$ cat src/rtl/handshake_arb.sv
// Round-robin arbiter that funnels NUM_REQ valid/ready masters into one registered
// output stage, locking a winner for up to MAX_BURST consecutive beats.
module handshake_arb #(
   parameter int WIDTH     = 32,
   parameter int NUM_REQ   = 4,
   parameter int MAX_BURST = 4,
   localparam int SRC_W    = (NUM_REQ > 1) ? $clog2(NUM_REQ) : 1,
   localparam int CNT_W    = (MAX_BURST > 1) ? $clog2(MAX_BURST + 1) : 1
) (
   input  logic                     clk,
   input  logic                     rst,
   input  logic [NUM_REQ-1:0]       valid_i,
   output logic [NUM_REQ-1:0]       ready_o,
   input  logic [NUM_REQ*WIDTH-1:0] data_i,
   output logic                     valid_o,
   input  logic                     ready_i,
   output logic [WIDTH-1:0]         data_o,
   output logic [SRC_W-1:0]         src_o
);

   typedef enum logic {IDLE, BURST} state_t;

   state_t             state_q, state_d;
   logic [SRC_W-1:0]   ptr_q, ptr_d;
   logic [SRC_W-1:0]   gnt_q, gnt_d;
   logic [CNT_W-1:0]   cnt_q, cnt_d;
   logic               valid_q, valid_d;
   logic [WIDTH-1:0]   data_q, data_d;
   logic [SRC_W-1:0]   src_q, src_d;

   logic               out_free;
   logic               win_valid;
   logic [SRC_W-1:0]   win_idx;
   logic               xfer;
   int                 idx;

   function automatic logic [SRC_W-1:0] wrap_inc(input logic [SRC_W-1:0] i);
      return (int'(i) == NUM_REQ - 1) ? '0 : i + SRC_W'(1);
   endfunction

   assign out_free = !valid_q || ready_i;

   // Winner selection: locked master during a burst, otherwise first valid from ptr.
   always_comb begin
      win_valid = 1'b0;
      win_idx   = '0;
      idx       = 0;
      if (state_q == BURST) begin
         win_valid = valid_i[gnt_q];
         win_idx   = gnt_q;
      end else begin
         for (int i = 0; i < NUM_REQ; i++) begin
            idx = int'(ptr_q) + i;
            if (idx >= NUM_REQ) idx = idx - NUM_REQ;
            if (!win_valid && valid_i[idx]) begin
               win_valid = 1'b1;
               win_idx   = SRC_W'(idx);
            end
         end
      end
   end

   always_comb begin
      ready_o = '0;
      xfer    = !rst && win_valid && out_free;
      if (xfer) ready_o[win_idx] = 1'b1;
   end

   always_comb begin
      state_d = state_q;
      ptr_d   = ptr_q;
      gnt_d   = gnt_q;
      cnt_d   = cnt_q;
      valid_d = valid_q;
      data_d  = data_q;
      src_d   = src_q;

      if (xfer) begin
         valid_d = 1'b1;
         data_d  = data_i[int'(win_idx)*WIDTH +: WIDTH];
         src_d   = win_idx;
      end else if (ready_i) begin
         valid_d = 1'b0;
      end

      // A stalled beat (out_free low) leaves the burst budget untouched.
      case (state_q)
         IDLE: begin
            if (xfer) begin
               if (MAX_BURST == 1) begin
                  ptr_d = wrap_inc(win_idx);
               end else begin
                  state_d = BURST;
                  gnt_d   = win_idx;
                  cnt_d   = CNT_W'(1);
               end
            end
         end
         BURST: begin
            if (!valid_i[gnt_q]) begin
               state_d = IDLE;
               ptr_d   = wrap_inc(gnt_q);
            end else if (xfer) begin
               if (int'(cnt_q) + 1 == MAX_BURST) begin
                  state_d = IDLE;
                  ptr_d   = wrap_inc(gnt_q);
               end else begin
                  cnt_d = cnt_q + CNT_W'(1);
               end
            end
         end
         default: state_d = IDLE;
      endcase
   end

   always_ff @(posedge clk) begin
      if (rst) begin
         state_q <= IDLE;
         ptr_q   <= '0;
         gnt_q   <= '0;
         cnt_q   <= '0;
         valid_q <= 1'b0;
         data_q  <= '0;
         src_q   <= '0;
      end else begin
         state_q <= state_d;
         ptr_q   <= ptr_d;
         gnt_q   <= gnt_d;
         cnt_q   <= cnt_d;
         valid_q <= valid_d;
         data_q  <= data_d;
         src_q   <= src_d;
      end
   end

   assign valid_o = valid_q;
   assign data_o  = data_q;
   assign src_o   = src_q;

endmodule

$ cat config.mk
export PLATFORM = sky130hd
export DESIGN_NAME = handshake_arb
export DESIGN_NICKNAME = d
export VERILOG_FILES = /design/src/rtl/handshake_arb.sv
export SDC_FILE = /design/constraint.sdc
export NUM_CORES = 1
export LEC_CHECK = 0
export ABC_AREA = 1
export CORE_AREA = 2 2 93 95
export DETAILED_ROUTE_END_ITERATION = 6
export DIE_AREA = 0 0 95 97
export MAX_ROUTING_LAYER = met4
export PLACE_DENSITY = 0.8
export SLEW_MARGIN = 40
export SYNTH_ARGS = -nofsm -noshare
export SYNTH_HDL_FRONTEND = slang
export SYNTH_SLANG_ARGS = --single-unit
$ cat constraint.sdc
create_clock -name clk -period 2.5 [get_ports clk]
set_input_delay 0.25 -clock clk [delete_from_list [all_inputs] [get_ports clk]]
set_output_delay 0.25 -clock clk [all_outputs]
set_load 0.02 [all_outputs]
* Word level (Yosys, flattened, before mapping)
Cells that the tools add are included.
Word-level totals: bits of input ports 135, output and inout port bits 39, register bits 43
Operators by class: eq/ne operators 8, order comparisons 11, $add $sub $neg 10, reduce and logical (&&, ||, !) cells 16, mux-type cells 54, shift operators 1, bitwise gates (word level) 1
Operators with widths (number):
- 2-to-1 mux 32 bit | 8
- < comparator 32 x 4 -> 1 bit, second input constant | 4
- variable part select 128 x 8 -> 32 bit | 1
- 2-to-1 mux 1 bit | 24
- 2-to-1 mux 2 bit | 9
- 2-to-1 mux 3 bit | 4
- subtractor 3 x 3 -> 4 bit, second input constant | 3
- binary-select mux 1 bit (select 2 bit) | 5
- >= comparator 3 bit, second input constant | 3
- adder 2 x 2 -> 3 bit, second input constant | 2
- logical AND 1 bit | 6
- < comparator 2 x 3 -> 1 bit, second input constant | 2
- inequality test 2 x 1 -> 1 bit, second input constant | 3
- inequality test 2 bit, second input constant | 3
- one-hot mux 3 bit (2 select lines) | 1
- zero test 1 bit | 5
- adder 3 x 1 -> 4 bit, second input constant | 1
- == test 4 x 3 -> 1 bit, second input constant | 1
- 2-to-1 mux 4 bit | 1
- AND reduction 4 bit | 1
- subtractor 2 x 3 -> 4 bit, second input constant | 1
- adder 2 x 1 -> 3 bit, second input constant | 1
- adder 3 x 1 -> 3 bit, second input constant | 1
- >= comparator 2 x 3 -> 1 bit, second input constant | 1
- 10 further kinds | 10

* Logic depth before layout (Yosys ltp)
word-level depth 25, depth in mapped cells 17, depth with buffers taken out 16

* Worst setup path before layout
OpenSTA, ideal clock, no wires.
kind register to output, start point register ptr_q[0], end point output port ready_o[2], path buffers 2, arrival 1913 ps, stages on the path, launching flop included 13, path slack 337 ps, path through dfxtp_1 > buf_4 > nand2_1 > nand3_2 > nand2_2 > nor2_4 > nand3_1 > nand3_1 > nand2_1 > nand2_2 > inv_2 > buf_4 > nor3_1
On the way: longest elaborated chain between the ends 25
Ends and longest elaborated chain:
- start, declared | RTL line 24 | logic [SRC_W-1:0] ptr_q, ptr_d;
- start signal, assigned | RTL line 127 | ptr_q <= ptr_d;
- subtractor 2 x 3 -> 4 bit / >= comparator 2 x 3 -> 1 bit (equally long branches) | RTL line 54 | if (idx >= NUM_REQ) idx = idx - NUM_REQ;
- 2-to-1 mux 32 bit | RTL line 54
- 2-to-1 mux 32 bit | RTL line 48 | if (state_q == BURST) begin
- binary-select mux 1 bit (select 2 bit) | RTL line 55 | if (!win_valid && valid_i[idx]) begin
- 2-to-1 mux 1 bit (implied by the code) (2 in series) | RTL line 55
- 2-to-1 mux 1 bit | RTL line 55
- 2-to-1 mux 1 bit | RTL line 48
- zero test 1 bit | RTL line 55
- (+8 left out)
- logical AND 1 bit | RTL line 55
- 2-to-1 mux 2 bit | RTL line 55
- 2-to-1 mux 2 bit | RTL line 48
- < comparator 2 x 3 -> 1 bit (implied by the code) / >= comparator 2 x 1 -> 1 bit (equally long branches) | RTL line 66 | if (xfer) ready_o[win_idx] = 1'b1;
- logical AND 1 bit (implied by the code) | RTL line 66
- 2-to-1 mux 1 bit (implied by the code) | RTL line 66
- demux 1 bit (select 2 bit) | RTL line 66
- 2-to-1 mux 4 bit * | RTL line 66
- end, declared | RTL line 13 | output logic [NUM_REQ-1:0] ready_o,
Mark *: on every way between the ends. The rest lies on a longest branch, timed or not. The select of a mux whose other input is x is not followed.

* Final worst setup path
start point register ptr_q[0], end point output port ready_o[0]
Same word-level chain as after synthesis.

==> reports/results.tsv <==
metric	value	unit
outcome	finished, final reports clean	
cts_hold_buf	0	
synth_seq_area_share	0.268	
final_nets	842	
drv_slew	0	
hp-class	reg2reg	
whs_path_depth	2	
cts_setup_buffers	0	
syn_inst	535	
synth_nets	672	
syn_area_per_cell	6.00	um^2
die_x	95	um
synth.distinct_cells	29	
maxCapViolations	0	
setup_ws	196	ps
cts_buffer_depth	2	
fin_worst_skew	10.9	ps
pre_cts_slack	-220	ps
root_buffer	clkbuf_8	
ant_nets	0	
rrSetupSlack	200	ps
tns	0	ps
rsz0062_at_grt	no	
diodes	0	
grt_max_degree	43	
drive_gt1_frac	0.0781	
rr_endpoint	data_o[18]$_SDFFE_PP0P_	
syn_area	3210	um^2
grt_pass1_vias	3801	
port_buffers	173	
drcViolationCount	0	
num_rows	33	
p_leak	2.36	nW
tightest_slew	622	ps
worstPathArrival	2050	ps
synth.area.top_cells	dfxtp_1 (27%), nand2_1 (22%), nand3_1 (12%)	
die_area	9220	um^2
p_per_area	731	nW/um^2
period_needed	2300	ps
crit_fanout	5	
slew_headroom	0.585	
path_clk_slew	90	ps
peakVddDrop	326	uV
viasPerCell	4.83	
whs	478	ps
hold_viol	0	
track_usage	0.237	
cts_tree	yes	
r2r_cells	17	
fp.dieH	97	um
htree_levels	2	
r2r_start	ptr_q[0]$_SDFFE_PP0P_	
start_util	0.395	
final_cells	809	
gp_congestion	0.898	
core_area	8130	um^2
first_iter_violations	131	
routedWlPerCell	13.0	um
netlist.area_leader.share	0.268	
place_inst	803	
antenna_found_initial	0	
startpoint_type	flop	
setup_violations	0	
end_kind	primary output	
min_period_over_period	0.921	
holdCritStartpoint	cnt_q[2]$_SDFFE_PP0P_	
area_growth_syn_to_layout	59.4	%
max_freq	434	MHz
clock_sinks	43	
synth_top_area_cell	dfxtp_1	
fin_util	0.629	
num_io_pins	174	
worstSetupPathType	reg2out	
vias	3905	
cts_buffers	5	
drtPass1Iterations	5	
cts-resized-gates	7	
cp_data_required_time	2250	ps
holdPathEnd	cnt_q[2]$_SDFFE_PP0P_	
yosysWarnings	0	
clkLatencyLatePin	290	ps
grt_overflow	0	
wl	10600	um
synth-seq-cells	43	
dp_hpwl	8360	um
grt_pass1_wl	17200	um
## synthesized netlist by cell type (all sizes together)
cell type / instances
o211ai: 2
o21bai: 1
clkbuf: 8
o21a: 33
nand2: 190
a211oi: 1
nor2: 33
nand4: 1
o21ai: 7
buf: 24
nand3: 83
nor3: 2
ha: 2
dfxtp: 43
or2: 1
inv: 70
a21oi: 34
## layer usage
layer,global-route usage,part of all wire
met1,0.260,0.40
met2,0.418,0.52
met3,0.0452,0.051
met4,0.0858,0.028
met5,-,0
## cell usage in the layout, fill, tap and decap left out, types with 3 or more instances in the layout
cell / count
clkbuf_2: 3
nor2_1: 30
nand3_1: 78
inv_2: 5
dfxtp_1: 42
buf_12: 3
clkdlybuf4s50_1: 169
inv_1: 64
nor2_4: 3
nand2_2: 5
o21a_1: 33
o21ai_0: 5
clkbuf_8: 5
nand3_2: 4
buf_4: 20
nand2_1: 184
a21oi_1: 34
## worst max-delay path: stages, from the launching register on
cell      delay [ps]
dfxtp_2          350
buf_4            150
nand2_1           70
nand2_2           90
nand2_2           70
nand2_1           80
nor2_4           130
nand3_1           80
nand2_1           60
inv_1             40
nand2_1          100
nand2_2          100
nor2_4           100
inv_1             70
nor2_1            80
clkbuf_2         190
## flip-flops by register name, summed over array words and instances, names as in the netlist
signal,flops
data_o,32
cnt_q,3
gnt_q,2
ptr_q,2
src_o,2
state_q,1
valid_o,1
## area by class of cell
cell class / instances / area (um^2)
Tap cell: 105 / 131
Sequential cell: 43 / 862
Timing Repair Buffer: 195 / 1920
Clock buffer: 6 / 72.6
Fill cell: 729 / 3020
Inverter: 70 / 268
Multi-Input combinational cell: 390 / 1870
## worst max-delay path by stage
| stage | startpoint | to | slack [ps] | depth (start not counted) |
|---|---|---|---|---|
| after floorplan | ptr_q[0]$_SDFFE_PP0P_ | ready_o[2] | 340 | 12 |
| after global placement | valid_i[1] | ready_o[2] | -190 | 14 |
| after detailed placement | valid_i[3] | ready_o[1] | -220 | 14 |
| after CTS | ptr_q[0]$_SDFFE_PP0P_ | ready_o[2] | 0.8 | 12 |
| after global routing | ptr_q[0]$_SDFFE_PP0P_ | ready_o[1] | 6 | 14 |
| final | ptr_q[0]$_SDFFE_PP0P_ | ready_o[0] | 200 | 15 |
## power breakdown
part	internal, mW	switching, mW	total (mW)
Sequential	0.844	0.101	0.945
Combinational	1.01	1.37	2.38
Clock	0.187	0.228	0.414
## cells by family after synthesis
family | count (synthesis) | synth area share
AND/OR/NAND/NOR | 310 | 0.422
buffers and inverters | 102 | 0.150
AO/OA/AOI/OAI | 78 | 0.152
flip-flops | 43 | 0.268
adder cells (fa/ha/maj) | 2 | 0.00779
## through the flow
step	instance area, um^2	total power, mW
final	5120	3.74
after global routing	5120	4.04
after CTS	5130	3.76
after detailed placement	5060	3.35
after global placement	5060	3.30
after floorplan	3210	2.53
Power figures use the tool's default switching activity.
==> variant: new RTL, config.mk and constraints unchanged <==
Take the reset off `data_q` and load it in a clocked block of its own.
--- a/src/rtl/handshake_arb.sv
+++ b/src/rtl/handshake_arb.sv
@@ -122,3 +122,2 @@
          valid_q <= 1'b0;
-         data_q  <= '0;
          src_q   <= '0;
@@ -130,5 +129,8 @@
          valid_q <= valid_d;
-         data_q  <= data_d;
          src_q   <= src_d;
       end
+   end
+
+   always_ff @(posedge clk) begin
+      data_q <= data_d;
    end
Formal check against the unedited RTL: differs if rst is asserted again (counterexample within 4 cycles, from zero or initial values and one cycle with rst high); with rst held inactive, the same outputs for 4 cycles.
==> variant against the original RTL <==
Worst setup slack worse by 0.062 ns; non-clock buffer count shrank 11; sequential share of layout area up 6.9 points; critical endpoint is now ready_o[3]; utilization fell by 1.5 points; total power is 11% lower; register-to-register slack better by 0.12 ns; area after synthesis decreased by 2.3%; sequential cell count unchanged; cell area decreased by 2.4%; wire length down 6.7%.
==> variant: results (changes against the original RTL) <==
----------------------------------------------------
[Synth]
  Fraction of the yosys area taken by sequential cells ... 37.6% (was 26.8%)
  Area contributors post-synth ... nand2_1, edfxtp_1, nand3_1 (was dfxtp_1, nand2_1, nand3_1)
  Post-synth net total ... 621 (was 672)
  Top cells by count, synth ... nand2_1, nand3_1, edfxtp_1, inv_1, nor2_1 (was nand2_1, nand3_1, inv_1, dfxtp_1, a21oi_1)
  Number of synthesized flops with an enable pin ... 32 (was 0)
  Area fraction in compound gates after synthesis ... 3.03% (was 15.2%)
  Fraction of the mapped netlist area in adder cells ... 0.797% (was 0.779%)
  Yosys cell types ... 25 (was 29)
  Post-Syn Instances ... 484 (was 535)
  Top FF cell, synth ... edfxtp_1 (was dfxtp_1)

[Final layout]
  Fraction of area in non-clock buffers ... 36.2% (was 37.5%)
  Logic inverters ... 23 (was 70)
  Nonclk buf count ... 184 (was 195)
  Number of fillers in the final layout ... 747 (was 729)
  Clock network area share ... 2.15% (was 1.42%)
  Storage element area ... 1190 um2 (was 862 um2)
  Area taken by multi-input logic gates ... 1670 um2 (was 1870 um2)
  Sequential share of cell area ... 23.8% (was 16.8%)
  Multi-input comb cells ... 388 (was 390)
  Share of post-route cells with drive strength above 1 ... 6.81% (was 7.81%)
  NumNets Final ... 782 (was 842)
  Post-route non-filler standard cell count ... 751 (was 809)

[Route]
  Avg WL per Cell ... 13.1 um (was 13.0 um)
  DRT iter0 DRCs ... 147 (was 131)
  Count of vias placed by the detailed router ... 3647 (was 3905)

[Worst setup path]
  Data arrival time of the critical path ... 2.12 ns (was 2.05 ns)
  Slowest stage cell, crit path ... dfxtp_4 (was dfxtp_2)
  Largest driver fanout on the critical path ... 9 (was 5)
  CP peak stage delay ... 0.43 ns (was 0.35 ns)

[Placement]
  Cell Count Post-Placement ... 743 (was 803)
  Pre-CTS worst setup slack ... -0.211 ns (was -0.220 ns)
  DPL Wire Length ... 7540 um (was 8360 um)
  Placer congestion estimate ... 0.849 (was 0.898)
  Instance area at placement ... 4890 um2 (was 5060 um2)

[GRT]
  Number of global-route vias before repair ... 3336 (was 3801)
  Largest net degree at the start of global routing ... 65 (was 43)
  Wire length of the first global-routing pass ... 15300 um (was 17200 um)
  Overall track demand over capacity in global routing ... 21.0% (was 23.7%)

[Timing]
  Slew at the pin with the worst max-slew slack ... 0.630 ns (was 0.622 ns)
  Clock skew ... 0.00612 ns (was 0.0109 ns)

[Power and ir drop]
  Sequential group power ... 0.00104 W (was 0.000945 W)
  Combinational power share ... 53.3% (was 63.7%)
  Sequential Power Share ... 31.1% (was 25.3%)
  NetSw ... 0.00133 W (was 0.00170 W)
  Worst voltage drop across the vdd grid ... 372 uV (was 326 uV)
  Leak pwr ... 2.34 nW (was 2.36 nW)

[Outcome]
  Outcome ... completed (unchanged)

----------------------------------------------------
## variant: cell types whose count changed in the layout (fill, tap and decap cells not counted), moves of 24 or more
cell and delta:
inv_1 -47, dfxtp_1 -34, nand2_1 +79, a21oi_1 -24
edfxtp_1 +32, o21a_1 -33
## variant: per-layer routing
metal | track usage [%] | vias to the layer above | share of wire (%)
li1 | - | 1860 | -
met1 | 23.6 | 1637 | 39
met2 | 38.2 | 136 | 52
met3 | 3.19 | 14 | 7.6
met4 | 5.80 | 0 | 1.9
met5 | - | - | 0
## variant: worst paths after layout
| check | from | end | slack, ns | depth (start not counted) |
|---|---|---|---|---|
| setup reg to reg | ptr_q[0] | data_o[10] | 0.32 | 15 |
| hold / removal | cnt_q[2] | cnt_q[2] | 0.46 | 2 |
| setup / recovery | ptr_q[0] | ready_o[3] | 0.13 | 14 |
| hold reg to reg | cnt_q[2] | cnt_q[2] | 0.46 | 2 |
## variant: worst min-delay path, cell delays in order (launching register included)
cell	delay (ns)
dfxtp_1	0.32
nand3_1	0.07
inv_1	0.03
